`src/rtl/bignum_pkg.sv`:
```
// -----------------------------------------------------------------------------
// bignum_pkg
// Shared definitions for the big-number datapath: default block and operand
// widths, the derived number of blocks per operand, and the state encoding of
// the operand pair streamer.
// No ports (package).
// -----------------------------------------------------------------------------
package bignum_pkg;

   localparam int REGISTER_SIZE_DEF  = 32;
   localparam int BITS_IN_NUM_DEF    = 4096;
   localparam int BLOCKS_PER_NUM_DEF = BITS_IN_NUM_DEF / REGISTER_SIZE_DEF;

   typedef enum logic [1:0] {
      ST_IDLE      = 2'd0,
      ST_STREAM    = 2'd1,
      ST_WAIT_DONE = 2'd2
   } streamer_state_e;

endpackage

```
`src/rtl/stream_fifo.sv`:
```
// -----------------------------------------------------------------------------
// stream_fifo
// Synchronous FIFO with a registered occupancy count and full/empty flags.
// The head entry is always visible on data_out; pop_in consumes it.
// Ports:
//   clk_in     rising-edge clock
//   rst_n_in   synchronous active-low reset (empties the FIFO)
//   push_in    write data_in (ignored while full)
//   data_in    entry to write
//   pop_in     remove the head entry (ignored while empty)
//   data_out   current head entry
//   full_out   FIFO holds DEPTH entries
//   empty_out  FIFO holds no entries
// -----------------------------------------------------------------------------
module stream_fifo
#(
   parameter int WIDTH = 32,
   parameter int DEPTH = 4
) (
   input  logic             clk_in,
   input  logic             rst_n_in,
   input  logic             push_in,
   input  logic [WIDTH-1:0] data_in,
   input  logic             pop_in,
   output logic [WIDTH-1:0] data_out,
   output logic             full_out,
   output logic             empty_out
);

   localparam int AW = $clog2(DEPTH);
   localparam logic [AW:0] FULL_CNT = (AW + 1)'(DEPTH);

   logic [WIDTH-1:0] mem_q [DEPTH];
   logic [AW-1:0]    wr_ptr_q, wr_ptr_d;
   logic [AW-1:0]    rd_ptr_q, rd_ptr_d;
   logic [AW:0]      count_q, count_d;
   logic             push_ok, pop_ok;

   assign full_out  = (count_q == FULL_CNT);
   assign empty_out = (count_q == '0);
   assign push_ok   = push_in && !full_out;
   assign pop_ok    = pop_in && !empty_out;
   assign data_out  = mem_q[rd_ptr_q];

   // DEPTH is a power of two, so the pointers wrap naturally.
   always_comb begin
      wr_ptr_d = wr_ptr_q;
      rd_ptr_d = rd_ptr_q;
      count_d  = count_q;
      if (push_ok) wr_ptr_d = wr_ptr_q + 1'b1;
      if (pop_ok)  rd_ptr_d = rd_ptr_q + 1'b1;
      // A simultaneous push and pop leaves the occupancy unchanged.
      case ({push_ok, pop_ok})
         2'b10:   count_d = count_q + 1'b1;
         2'b01:   count_d = count_q - 1'b1;
         default: count_d = count_q;
      endcase
   end

   always_ff @(posedge clk_in) begin
      if (!rst_n_in) begin
         wr_ptr_q <= '0;
         rd_ptr_q <= '0;
         count_q  <= '0;
      end else begin
         wr_ptr_q <= wr_ptr_d;
         rd_ptr_q <= rd_ptr_d;
         count_q  <= count_d;
      end
   end

   // Storage needs no reset: an empty FIFO never exposes its contents.
   always_ff @(posedge clk_in) begin
      if (push_ok) mem_q[wr_ptr_q] <= data_in;
   end

endmodule

```
`src/rtl/operand_pair_streamer.sv`:
```
// -----------------------------------------------------------------------------
// operand_pair_streamer
// Buffers the n and m operand block streams in two FIFOs and hands them to the
// multiplier as aligned (n[i], m[i]) pairs, exactly BLOCKS_PER_NUM pairs per
// frame. A frame starts only when the multiplier is idle and ends only after
// the multiplier reports its last output.
// Ports:
//   clk_in, rst_n_in          clock, synchronous active-low reset
//   n_data_in/n_valid_in      n operand block stream (LSB block first)
//   n_ready_out               n FIFO not full
//   m_data_in/m_valid_in      m operand block stream
//   m_ready_out               m FIFO not full
//   mult_ready_in             multiplier idle
//   mult_final_in             multiplier last-output pulse
//   n_out, m_out, valid_out   registered block pair for the multiplier
//   busy_out                  frame in progress
// -----------------------------------------------------------------------------
module operand_pair_streamer
   import bignum_pkg::*;
#(
   parameter int REGISTER_SIZE = REGISTER_SIZE_DEF,
   parameter int BITS_IN_NUM   = BITS_IN_NUM_DEF,
   parameter int FIFO_DEPTH    = 4
) (
   input  logic                     clk_in,
   input  logic                     rst_n_in,
   input  logic [REGISTER_SIZE-1:0] n_data_in,
   input  logic                     n_valid_in,
   output logic                     n_ready_out,
   input  logic [REGISTER_SIZE-1:0] m_data_in,
   input  logic                     m_valid_in,
   output logic                     m_ready_out,
   input  logic                     mult_ready_in,
   input  logic                     mult_final_in,
   output logic [REGISTER_SIZE-1:0] n_out,
   output logic [REGISTER_SIZE-1:0] m_out,
   output logic                     valid_out,
   output logic                     busy_out
);

   localparam int BLOCKS_PER_NUM = BITS_IN_NUM / REGISTER_SIZE;
   localparam int CNT_W          = $clog2(BLOCKS_PER_NUM) + 1;
   localparam logic [CNT_W-1:0] LAST_CNT = CNT_W'(BLOCKS_PER_NUM);

   streamer_state_e          state_q, state_d;
   logic [CNT_W-1:0]         cnt_q, cnt_d;
   logic [REGISTER_SIZE-1:0] n_head, m_head;
   logic                     n_full, n_empty, m_full, m_empty;
   logic                     n_push, m_push;
   logic                     pop_permit, pop;
   logic [REGISTER_SIZE-1:0] n_out_q, m_out_q;
   logic                     valid_q;

   // Readies are forced low while reset is held so no block is accepted into
   // a FIFO that is being flushed.
   assign n_ready_out = !n_full && rst_n_in;
   assign m_ready_out = !m_full && rst_n_in;
   assign n_push      = n_valid_in && n_ready_out;
   assign m_push      = m_valid_in && m_ready_out;

   stream_fifo #(
      .WIDTH (REGISTER_SIZE),
      .DEPTH (FIFO_DEPTH)
   ) u_n_fifo (
      .clk_in    (clk_in),
      .rst_n_in  (rst_n_in),
      .push_in   (n_push),
      .data_in   (n_data_in),
      .pop_in    (pop),
      .data_out  (n_head),
      .full_out  (n_full),
      .empty_out (n_empty)
   );

   stream_fifo #(
      .WIDTH (REGISTER_SIZE),
      .DEPTH (FIFO_DEPTH)
   ) u_m_fifo (
      .clk_in    (clk_in),
      .rst_n_in  (rst_n_in),
      .push_in   (m_push),
      .data_in   (m_data_in),
      .pop_in    (pop),
      .data_out  (m_head),
      .full_out  (m_full),
      .empty_out (m_empty)
   );

   // State register and pair counter.
   always_ff @(posedge clk_in) begin
      if (!rst_n_in) begin
         state_q <= ST_IDLE;
         cnt_q   <= '0;
      end else begin
         state_q <= state_d;
         cnt_q   <= cnt_d;
      end
   end

   // Next-state logic.
   always_comb begin
      state_d = state_q;
      cnt_d   = cnt_q;
      case (state_q)
         ST_IDLE: begin
            if (pop) begin
               cnt_d   = CNT_W'(1);
               state_d = (LAST_CNT == CNT_W'(1)) ? ST_WAIT_DONE : ST_STREAM;
            end
         end
         ST_STREAM: begin
            if (pop) begin
               cnt_d = cnt_q + 1'b1;
               if (cnt_q + 1'b1 == LAST_CNT) state_d = ST_WAIT_DONE;
            end
         end
         ST_WAIT_DONE: begin
            if (mult_final_in) begin
               state_d = ST_IDLE;
               cnt_d   = '0;
            end
         end
         default: begin
            state_d = ST_IDLE;
            cnt_d   = '0;
         end
      endcase
   end

   // Output logic: a frame may only start on an idle multiplier; once
   // streaming, pairs flow whenever both sides have a block.
   always_comb begin
      pop_permit = 1'b0;
      busy_out   = 1'b0;
      case (state_q)
         ST_IDLE:      pop_permit = mult_ready_in;
         ST_STREAM:    pop_permit = 1'b1;
         default:      pop_permit = 1'b0;
      endcase
      pop      = pop_permit && !n_empty && !m_empty;
      busy_out = (state_q != ST_IDLE) && rst_n_in;
   end

   // Pair output register: valid follows the pop by one cycle, data holds
   // between pairs.
   always_ff @(posedge clk_in) begin
      if (!rst_n_in) begin
         n_out_q <= '0;
         m_out_q <= '0;
         valid_q <= 1'b0;
      end else begin
         valid_q <= pop;
         if (pop) begin
            n_out_q <= n_head;
            m_out_q <= m_head;
         end
      end
   end

   assign n_out     = n_out_q;
   assign m_out     = m_out_q;
   assign valid_out = valid_q;

endmodule

```
`config.mk`:
```
export PLATFORM = sky130hd
export DESIGN_NAME = operand_pair_streamer
export DESIGN_NICKNAME = d
export VERILOG_FILES = /design/src/rtl/bignum_pkg.sv /design/src/rtl/stream_fifo.sv /design/src/rtl/operand_pair_streamer.sv
export SDC_FILE = /design/constraint.sdc
export NUM_CORES = 1
export LEC_CHECK = 0
export CORE_ASPECT_RATIO = 0.6
export CORE_MARGIN = 5
export CORE_UTILIZATION = 60
export CTS_CLUSTER_DIAMETER = 40
export CTS_CLUSTER_SIZE = 25
export DETAILED_ROUTE_END_ITERATION = 16
export PLACE_DENSITY = 0.95
export SLEW_MARGIN = 20
export SYNTH_ARGS = -nofsm -noshare
export SYNTH_HDL_FRONTEND = slang
export SYNTH_SLANG_ARGS = --single-unit
```
`constraint.sdc`:
```
create_clock -name clk_in -period 3.9 [get_ports clk_in]
set_clock_uncertainty 0.15 [all_clocks]
set_input_delay 0.975 -clock clk_in [delete_from_list [all_inputs] [get_ports clk_in]]
set_output_delay 0.975 -clock clk_in [all_outputs]
set_load 0.02 [all_outputs]
```
======== Word level (Yosys, flattened, before mapping) ========
Memories as Yosys holds them, arrays and structs flattened. A register that Yosys moved wholly into a read port is not among the register bits.
Index checks and enable logic that the tools add are counted.
cells by class
  bitwise logic cells ..................... 0
  reductions and logical operators ........ 25
  $add $sub $neg .......................... 9
  equality and inequality tests ........... 13
  shifts and indexed selects .............. 0
  multiply operators ...................... 0
  div/mod/pow operators ................... 0
  magnitude comparators ................... 0
  muxes and demuxes ....................... 16
operators with widths
  kind                 count
  $mux 8               3
  $pmux 8 s3           1
  $pmux 3 s2           2
  $logic_and 1x1->1    11
  $add 2x1->2 const B  4
  $add 8x1->8 const B  1
  $eq 8x8->1 const B   1
  $mux 2               4
  $add 3x1->3 const B  2
  $eq 2x1->1 const B   3
  $eq 2x2->1 const B   3
  $eq 3x3->1 const B   2
  $logic_not 1->1      6
  $logic_not 3->1      2
  $pmux 2 s3           1
  $reduce_bool 2->1    3
  $sub 3x1->3 const B  2
  $mux 1               4
  $ne 2x1->1 const B   2
  $ne 2x2->1 const B   2
  $reduce_and 4->1     1
  $reduce_and 3->1     1
  $logic_not 2->1      1
  $pmux 1 s2           1
word-level totals
  bits in latches ......................... 0
  bits in registers ....................... 25
  memories ................................ 2
  RAM bits ................................ 256
  ROM bits ................................ 0
memory list
  name            words  bits a word  rd ports  clocked after Yosys merged registers in  write ports  line               RTL
  u_m_fifo.mem_q  4      32           1         1                                        1            stream_fifo.sv:33  logic [WIDTH-1:0] mem_q [DEPTH];
  u_n_fifo.mem_q  4      32           1         1                                        1            stream_fifo.sv:33

======== Longest topological paths before layout ========
Gate-level depths: netlist of run 1.
  word-level depth ........................ 7
  mapped depth ............................ 11
  depth with buffers taken out ............ 10

======== By module ========
A second synthesis of run 1 with hierarchy kept.
second synthesis, totals
  cells, all modules ...................... 805
  area, all modules ....................... 13145.1 um2
modules (own cells, without submodules)
  module                 sequential area each (um2)  times used  area each (um2)  cells each
  stream_fifo            4023.9                      2           5144.9           221
  operand_pair_streamer  1501.4                      1           2855.2           363

======== Least setup slack after synthesis of run 1 ========
OpenSTA, ideal clock, no wires.
  kind .................................... input -> register
  start point ............................. input rst_n_in
  end point ............................... memory u_m_fifo.mem_q[0][0], enable pin
  data arrival time ....................... 2.479 ns
  buffers on the path ..................... 0
  slack ................................... 0.879 ns
  setup time .............................. 0.392 ns
  cell stages on the path ................. 3
  cell sequence ........................... inv_2 -> a31oi_1 -> and3_1
on the way
  longest elaborated chain between the ends .. 5
RTL lines
  item                          line                         RTL
  start, declared               operand_pair_streamer.sv:26  input logic rst_n_in,
  $logic_and 1x1->1             operand_pair_streamer.sv:57  assign m_ready_out = !m_full && rst_n_in;
  net m_ready_out               operand_pair_streamer.sv:32  output logic m_ready_out,
  $logic_and 1x1->1             operand_pair_streamer.sv:59  assign m_push = m_valid_in && m_ready_out;
  $logic_and 1x1->1             stream_fifo.sv:41            assign push_ok = push_in && !full_out;
  $mux 1                        stream_fifo.sv:74            if (push_ok) mem_q[wr_ptr_q] <= data_in;
  $mux 1 (not written as such)  stream_fifo.sv:74
  end, declared                 stream_fifo.sv:33
The timed path passes the listed nets, and every way through them passes these cells.

======== Worst setup path after layout of run 1 ========
  start point ............................. input rst_n_in
  end point ............................... output m_ready_out
on the way
  longest elaborated chain between the ends .. 1
RTL lines
  item               line
  $logic_and 1x1->1  operand_pair_streamer.sv:57
  end, declared      operand_pair_streamer.sv:32
Every way passes these cells.

==> impl_metrics.sql, run 1 <==
INSERT INTO impl_metrics (metric_group, metric, value, unit) VALUES
('synth', 'synth_seq_area_share', '0.739', ''),
('layout', 'area.growth.synth_to_final', '20.6', '%'),
('layout', 'drive_above_1_share', '0.156', ''),
('clock_tree', 'cts_max_level', '1', ''),
('sta', 'timing_worst_slew_pin_value', '0.923', 'ns'),
('layout', 'total_nets_final', '1009', ''),
('power_and_ir_drop', 'power', '7.53', 'mW'),
('routing', 'drc', '0', ''),
('clock_tree', 'tritoncts.num_buffers', '27', ''),
('worst_setup_path', 'worst-endpoint-required', '2.77', 'ns'),
('global_routing', 'grt_pass1_wl', '41200', 'um'),
('clock_tree', 'root_buffer_master', 'clkbuf_16', ''),
('floorplanning', 'die-width', '199', 'um'),
('synth', 'yosys_most_used_dff', 'edfxtp_1', ''),
('sta', 'worst_slew_margin_rel', '0.385', ''),
('clock_tree', 'ctsHoldBuffers', '0', ''),
('run', 'timing.max_cap.violations', '0', ''),
('clock_tree', 'clock_buffer_depth', '3', ''),
('sta', 'finalSetupTns', '0', 'ns'),
('power_and_ir_drop', 'leakage', '4.93', 'nW'),
('synth', 'synth_area', '12800', 'um2'),
('global_routing', 'antenna_found_initial', '2', ''),
('layout', 'antenna_cells', '0', ''),
('clock_tree', 'cts.sinks', '345', ''),
('clock_tree', 'cts_setup_buffers', '0', ''),
('synth', 'post_synth_inst_count', '784', ''),
('sta', 'grt_setup_unrepaired', 'false', ''),
('placed_design', 'dp.final_hpwl', '16300', 'um'),
('synth', 'syn_area_per_cell', '16.3', 'um2'),
('power_and_ir_drop', 'power_per_cell_area', '487', 'nW/um2'),
('global_routing', 'first_global_vias', '7470', ''),
('clock_tree', 'cts_tree', 'built', ''),
('floorplanning', 'rows', '41', ''),
('routing', 'drt-total-wl', '26000', 'um'),
('routing', 'first_iter_violations', '513', ''),
('floorplanning', 'dieHeight', '123', 'um'),
('floorplanning', 'top_level_ports', '138', ''),
('sta', 'post-route-period-util', '0.937', ''),
('synth', 'yosys_warnings', '0', ''),
('sta', 'period_minus_slack', '3.66', 'ns'),
('placed_design', 'place_congestion', '0.859', ''),
('synth', 'synth_cell_type_count', '43', ''),
('routing', 'routedWlPerCell', '21.2', 'um'),
('power_and_ir_drop', 'max-vdd-ir-drop', '0.479', 'mV'),
('routing', 'ant_nets', '0', ''),
('worst_setup_path', 'critical_path.endpoint_type', 'primary output', ''),
('synth', 'syn-num-nets', '867', ''),
('worst_setup_path', 'timing_worst_setup_path_type', 'input port to primary output', ''),
('sta', 'hold_viol', '0', ''),
('worst_setup_path', 'timing.critical_path.fanout_max', '5', ''),
('worst_hold_path', 'hold_class', 'flip-flop to flip-flop', ''),
('floorplanning', 'coreArea', '21000', 'um2'),
('synth', 'synth_edf_count', '256', ''),
('placed_design', 'buffer_ports.inserted', '137', ''),
('clock_tree', 'cts_resized', '0', ''),
('sta', 'final-max-slew-violation-count', '0', ''),
('worst_setup_path', 'critical_path.startpoint_type', 'input port', ''),
('layout', 'fin_util', '0.736', ''),
('clock_tree', 'clk_pin_slew_worst_paths', '0.08', 'ns'),
('global_routing', 'groute.usage.overall', '0.219', ''),
('routing', 'vias_per_cell', '5.83', ''),
('synth', 'async_flop_share', '0', ''),
('global_routing', 'globalRoute.totalOverflow', '0', ''),
('floorplanning', 'dieArea', '24500', 'um2'),
('sta', 'fmax', '0.274', 'GHz'),
('clock_tree', 'clock_latency_late_sink', '0.54', 'ns'),
('global_routing', 'grt_start_max_net_pins', '69', ''),
('routing', 'drt-pass1-iter-count', '4', ''),
('synth', 'postSynthRegisterBits', '345', ''),
('run_status', 'status', 'finished clean', ''),
('layout', 'final.fill_count', '1267', ''),
('floorplanning', 'start_util', '0.610', ''),
('routing', 'route.vias.total', '7149', ''),
('sta', 'setup_violations', '0', ''),
('worst_setup_path', 'timing.critical_path.arrival', '2.53', 'ns');
## cells in the mapped netlist, types with 2 or more instances
library cell / instances / area (um2)
fa_1: 2 / 40.0
and2_1: 2 / 12.5
nand2b_1: 2 / 12.5
xor2_1: 6 / 52.6
nand3_1: 3 / 15.0
o21ai_0: 6 / 30.0
nor3_1: 2 / 10.0
nor3_2: 2 / 20.0
buf_1: 3 / 11.3
mux4_2: 64 / 1440
buf_2: 14 / 70.1
o21a_1: 2 / 15.0
o31ai_1: 2 / 15.0
nand2_1: 141 / 529
inv_1: 13 / 48.8
inv_2: 2 / 7.51
xnor2_1: 4 / 35.0
ha_1: 11 / 138
nor2_1: 22 / 82.6
a31oi_1: 4 / 25.0
or3_1: 4 / 25.0
a21oi_1: 79 / 395
clkbuf_1: 19 / 71.3
dfxtp_1: 89 / 1780
edfxtp_1: 256 / 7690
buf_4: 4 / 30.0
and3_1: 10 / 62.6
## kinds of logic after synthesis
kind of cell             count (synthesis)  share of synthesized area
flip-flops                             345                      0.739
multiplexers                            65                      0.113
AO/OA/AOI/OAI                          101                     0.0433
buffers and inverters                   55                     0.0187
AND/OR/NAND/NOR                        195                     0.0648
adder cells (fa/ha/maj)                 13                     0.0139
XOR/XNOR                                10                    0.00684
## cell usage in the layout (no fill, tap or decap), types with 3 or more instances in the layout
cell / n
o21ai_0: 6
a31oi_1: 4
mux4_2: 64
clkbuf_16: 27
dfxtp_2: 4
edfxtp_1: 256
nor2_1: 22
xnor2_1: 4
inv_6: 6
nand2_1: 141
ha_1: 11
nand3_1: 3
a21oi_1: 79
dfxtp_1: 85
and3_2: 8
or3_1: 4
inv_1: 13
clkdlybuf4s50_1: 137
inv_8: 4
clkinv_8: 5
buf_4: 16
xor2_1: 6
inv_12: 3
## layout make-up
class / instances / area (um2) / area share
clock inverter: 22 / 279 / 0.0181
multi-input combinational: 384 / 3120 / 0.202
tap: 279 / 349 / 0.0226
sequential: 345 / 9470 / 0.613
clock buffer: 28 / 679 / 0.0440
inverter: 15 / 57.6 / 0.00373
timing repair buffer: 153 / 1490 / 0.0965
## worst max-delay path: stages
cell,delay (ns)
clkdlybuf4s50_1,0.54
clkinv_2,0.12
a31oi_1,0.24
clkdlybuf4s50_1,0.65
## worst paths after layout
kind / slack (ns) / cells after the start / from / to
max: 0.24 / 4 / rst_n_in / m_ready_out
min reg2reg: 0.31 / 2 / n_out[17]$_SDFFE_PN0P_ / n_out[17]$_SDFFE_PN0P_
max reg2reg: 1.34 / 11 / u_m_fifo.count_q[0]$_SDFFE_PN0P_ / u_m_fifo.count_q[2]$_SDFFE_PN0P_
min: 0.31 / 2 / n_out[17]$_SDFFE_PN0P_ / n_out[17]$_SDFFE_PN0P_
## where the power goes
group | leakage (nW) | total (mW) | internal, mW | switching, mW
clock network | 0.466 | 2.87 | 1.45 | 1.42
logic | 1.42 | 0.539 | 0.251 | 0.288
registers | 3.05 | 4.12 | 4.05 | 0.0656
total | 4.93 | 7.53 | 5.75 | 1.77
## per-stage QoR
step | worst slack (ns) | hold WS, ns | std cells | cell area, um2
final | 0.244 | 0.306 | 1226 | 15400
after global routing | 0.161 | 0.322 | 1226 | 15400
after CTS | 0.262 | 0.308 | 1226 | 15400
after detailed placement | 0.275 | 0.297 | 1176 | 14500
after global placement | 0.319 | 0.293 | 1176 | 14500
after floorplan | 0.879 | 0.302 | 784 | 12800
## metal layers
layer  GRT usage  wire length, um
met3      0.0479             1870
met1       0.323            11400
met2       0.348            12300
met4      0.0401              377
met5           0               27
## registers in the layout, summed over array words and instances (netlist names), 3 cells and up
| register | count |
|---|---|
| cnt_q | 8 |
| m_out | 32 |
| n_out | 32 |
| u_m_fifo.count_q | 3 |
| u_m_fifo.mem_q | 128 |
| u_n_fifo.count_q | 3 |
| u_n_fifo.mem_q | 128 |
Note: power is estimated with default switching activity, not from simulation.
==> inputs of run 2 (changes only) <==
GPL_TIMING_DRIVEN = 0   (was unset)
==> run 2 against run 1 <==
Die area did not move. Register-to-register slack lost 0.62 ns. Global-route usage grew 1.7 points. Utilization up 1.8 points. Worst hold slack got worse by 0.0027 ns. Final cell count increased by 3.3%. Fmax is 4.3% lower. Via count grew 4.7%. Critical path depth unchanged. First-iteration DRC count is 84% higher. Worst setup slack worse by 0.16 ns. Critical path type unchanged. Largest cell class unchanged.
==> impl_metrics.sql, run 2 (same netlist as run 1, synthesis figures left out) <==
INSERT INTO impl_metrics (metric_group, metric, value, unit) VALUES
('worst_setup_path', 'r2r_start', 'u_m_fifo.count_q[2]$_SDFFE_PN0P_', ''),
('global_routing', 'first_global_vias', '7858', ''),
('power_and_ir_drop', 'power', '7.90', 'mW'),
('worst_setup_path', 'critical_path.startpoint_type', 'input port', ''),
('layout', 'layout.cells.most_common_list', 'edfxtp_1, nand2_1, clkdlybuf4s50_1', ''),
('run', 'timing.max_cap.violations', '0', ''),
('sta', 'period_minus_slack', '3.82', 'ns'),
('layout', 'stdcell_area', '15800', 'um2'),
('clock_tree', 'cts_max_level', '1', ''),
('layout', 'antenna_cells', '0', ''),
('worst_hold_path', 'hold_class', 'flip-flop to flip-flop', ''),
('worst_setup_path', 'timing.critical_path.arrival', '2.69', 'ns'),
('global_routing', 'grt_start_max_net_pins', '29', ''),
('routing', 'route.vias.total', '7483', ''),
('sta', 'worst_hold_slack', '0.304', 'ns'),
('layout', 'final_common_cell', 'edfxtp_1', ''),
('worst_setup_path', 'timing_worst_setup_path_type', 'input port to primary output', ''),
('sta', 'finalWorstSetupSlack', '0.0814', 'ns'),
('floorplanning', 'top_level_ports', '138', ''),
('floorplanning', 'coreArea', '21000', 'um2'),
('floorplanning', 'start_util', '0.610', ''),
('floorplanning', 'die-width', '199', 'um'),
('worst_setup_path', 'worst_setup_path_startpoint', 'rst_n_in', ''),
('floorplanning', 'dieHeight', '123', 'um'),
('clock_tree', 'cts_setup_buffers', '0', ''),
('layout', 'drive_above_1_share', '0.166', ''),
('routing', 'drt-total-wl', '28100', 'um'),
('placed_design', 'dp.final_hpwl', '18600', 'um'),
('worst_setup_path', 'worst-endpoint-required', '2.77', 'ns'),
('sta', 'final-max-slew-violation-count', '0', ''),
('global_routing', 'grt_pass1_wl', '44000', 'um'),
('clock_tree', 'ctsHoldBuffers', '0', ''),
('layout', 'fin_util', '0.754', ''),
('sta', 'grt_setup_unrepaired', 'false', ''),
('worst_setup_path', 'worst_path_most_repeated_cell', 'clkdlybuf4s50_1', ''),
('run_status', 'status', 'finished clean', ''),
('layout', 'reg_top3', 'u_m_fifo.mem_q x128, u_n_fifo.mem_q x128', ''),
('power_and_ir_drop', 'max-vdd-ir-drop', '0.419', 'mV'),
('routing', 'routedWlPerCell', '22.2', 'um'),
('power_and_ir_drop', 'power_per_cell_area', '499', 'nW/um2'),
('placed_design', 'place_congestion', '0.860', ''),
('layout', 'final.fill_count', '1168', ''),
('routing', 'drc', '0', ''),
('layout', 'layout_cells_excl_fill', '1266', ''),
('worst_setup_path', 'critical-path-slowest-cell', 'clkdlybuf4s50_1', ''),
('power_and_ir_drop', 'leakage', '5.11', 'nW'),
('worst_setup_path', 'critical_path.cell_chain', 'clkdlybuf4s50_1, inv_2, a31oi_4, clkdlybuf4s50_1', ''),
('clock_tree', 'clk_pin_slew_worst_paths', '0.07', 'ns'),
('global_routing', 'groute.usage.overall', '0.236', ''),
('routing', 'vias_per_cell', '5.91', ''),
('worst_setup_path', 'delay_of_the_slowest_critical_path_stage', '0.66', 'ns'),
('clock_tree', 'cts_tree', 'built', ''),
('clock_tree', 'clock_latency_late_sink', '0.57', 'ns'),
('sta', 'hold_viol', '0', ''),
('layout', 'total_nets_final', '1045', ''),
('clock_tree', 'cts.sinks', '345', ''),
('worst_setup_path', 'kind_of_cell_with_the_highest_combined_delay_on_the_critical_path', 'buffers and inverters', ''),
('worst_setup_path', 'timing.critical_path.buf_inv', '3', ''),
('global_routing', 'globalRoute.totalOverflow', '0', ''),
('worst_setup_path', 'critical_path.endpoint_type', 'primary output', ''),
('routing', 'ant_nets', '0', ''),
('sta', 'setup_violations', '0', ''),
('sta', 'fmax', '0.262', 'GHz'),
('floorplanning', 'rows', '41', ''),
('layout', 'area.growth.synth_to_final', '23.5', '%'),
('placed_design', 'dpl_cell_area', '14700', 'um2'),
('placed_design', 'place_inst', '1208', ''),
('worst_setup_path', 'timing.critical_path.fanout_max', '9', ''),
('sta', 'timing_worst_slew_pin_value', '0.746', 'ns'),
('routing', 'drt-pass1-iter-count', '5', ''),
('placed_design', 'buffer_ports.inserted', '137', ''),
('floorplanning', 'dieArea', '24500', 'um2'),
('sta', 'post-route-period-util', '0.979', ''),
('clock_tree', 'tritoncts.num_buffers', '31', ''),
('sta', 'finalSetupTns', '0', 'ns'),
('clock_tree', 'root_buffer_master', 'clkbuf_16', ''),
('clock_tree', 'clock_buffer_depth', '3', ''),
('global_routing', 'antenna_found_initial', '1', ''),
('routing', 'first_iter_violations', '944', ''),
('sta', 'worst_slew_margin_rel', '0.503', ''),
('placed_design', 'preCtsSetupSlack', '-0.645', 'ns'),
('worst_hold_path', 'hold_path_startpoint', 'm_out[16]$_SDFFE_PN0P_', '');
==> run 2: changes by cell type in the layout (fill, tap and decap cells not counted), moves of 5 or more <==
cell       previous run  this run
buf_12                0         7
buf_4                16         5
clkbuf_1              1        20
clkbuf_16            27        32
buf_2                 0        14
==> run 2: timing repair <==
action,CTS,global route
resized for setup,7,1
setup endpoints to repair,3,1
pin swaps,0,0
==> run 2: worst paths after layout <==
kind,to,cells after the start,slack [ns]
setup / recovery,m_ready_out,4,0.08
hold / removal,m_out[16]$_SDFFE_PN0P_,2,0.30
setup reg to reg,u_m_fifo.count_q[2]$_SDFFE_PN0P_,11,0.72
hold reg to reg,m_out[16]$_SDFFE_PN0P_,2,0.30
==> run 2: tightest hold or removal path: cells and delay by family, from the launching register on <==
| kind | cells | cell delay (ns) |
|---|---|---|
| AOI/OAI and AO/OA | 1 | 0.05 |
| DFF | 1 | 0.31 |
| and+or+nand+nor | 1 | 0.05 |
==> run 2: layer usage <==
metal | wire, um | share of wire | vias to the layer above | GRT usage
met5 | 20 | 0.00071 | - | 0
li1 | - | - | 3311 | -
met2 | 13100 | 0.47 | 347 | 0.370
met4 | 671 | 0.024 | 2 | 0.0585
met3 | 2500 | 0.089 | 65 | 0.0575
met1 | 11900 | 0.42 | 3758 | 0.343
==> run 2: final cells by class <==
class                   count  area [um2]  area share
plain buffers              40         190      0.0120
repair buffers            145        1540      0.0971
flip-flops and latches    345        9470       0.599
well taps                 279         349      0.0221
clock buffers              35         822      0.0520
multi-input cells         384        3130       0.198
inverters                  15        56.3     0.00356
clock inverters            23         270      0.0171
==> run 2: power by group <==
group | switching (mW) | internal (mW) | total, mW | leakage [nW]
logic | 0.321 | 0.266 | 0.587 | 1.53
registers | 0.0493 | 4.05 | 4.10 | 3.04
clock network | 1.44 | 1.77 | 3.21 | 0.537
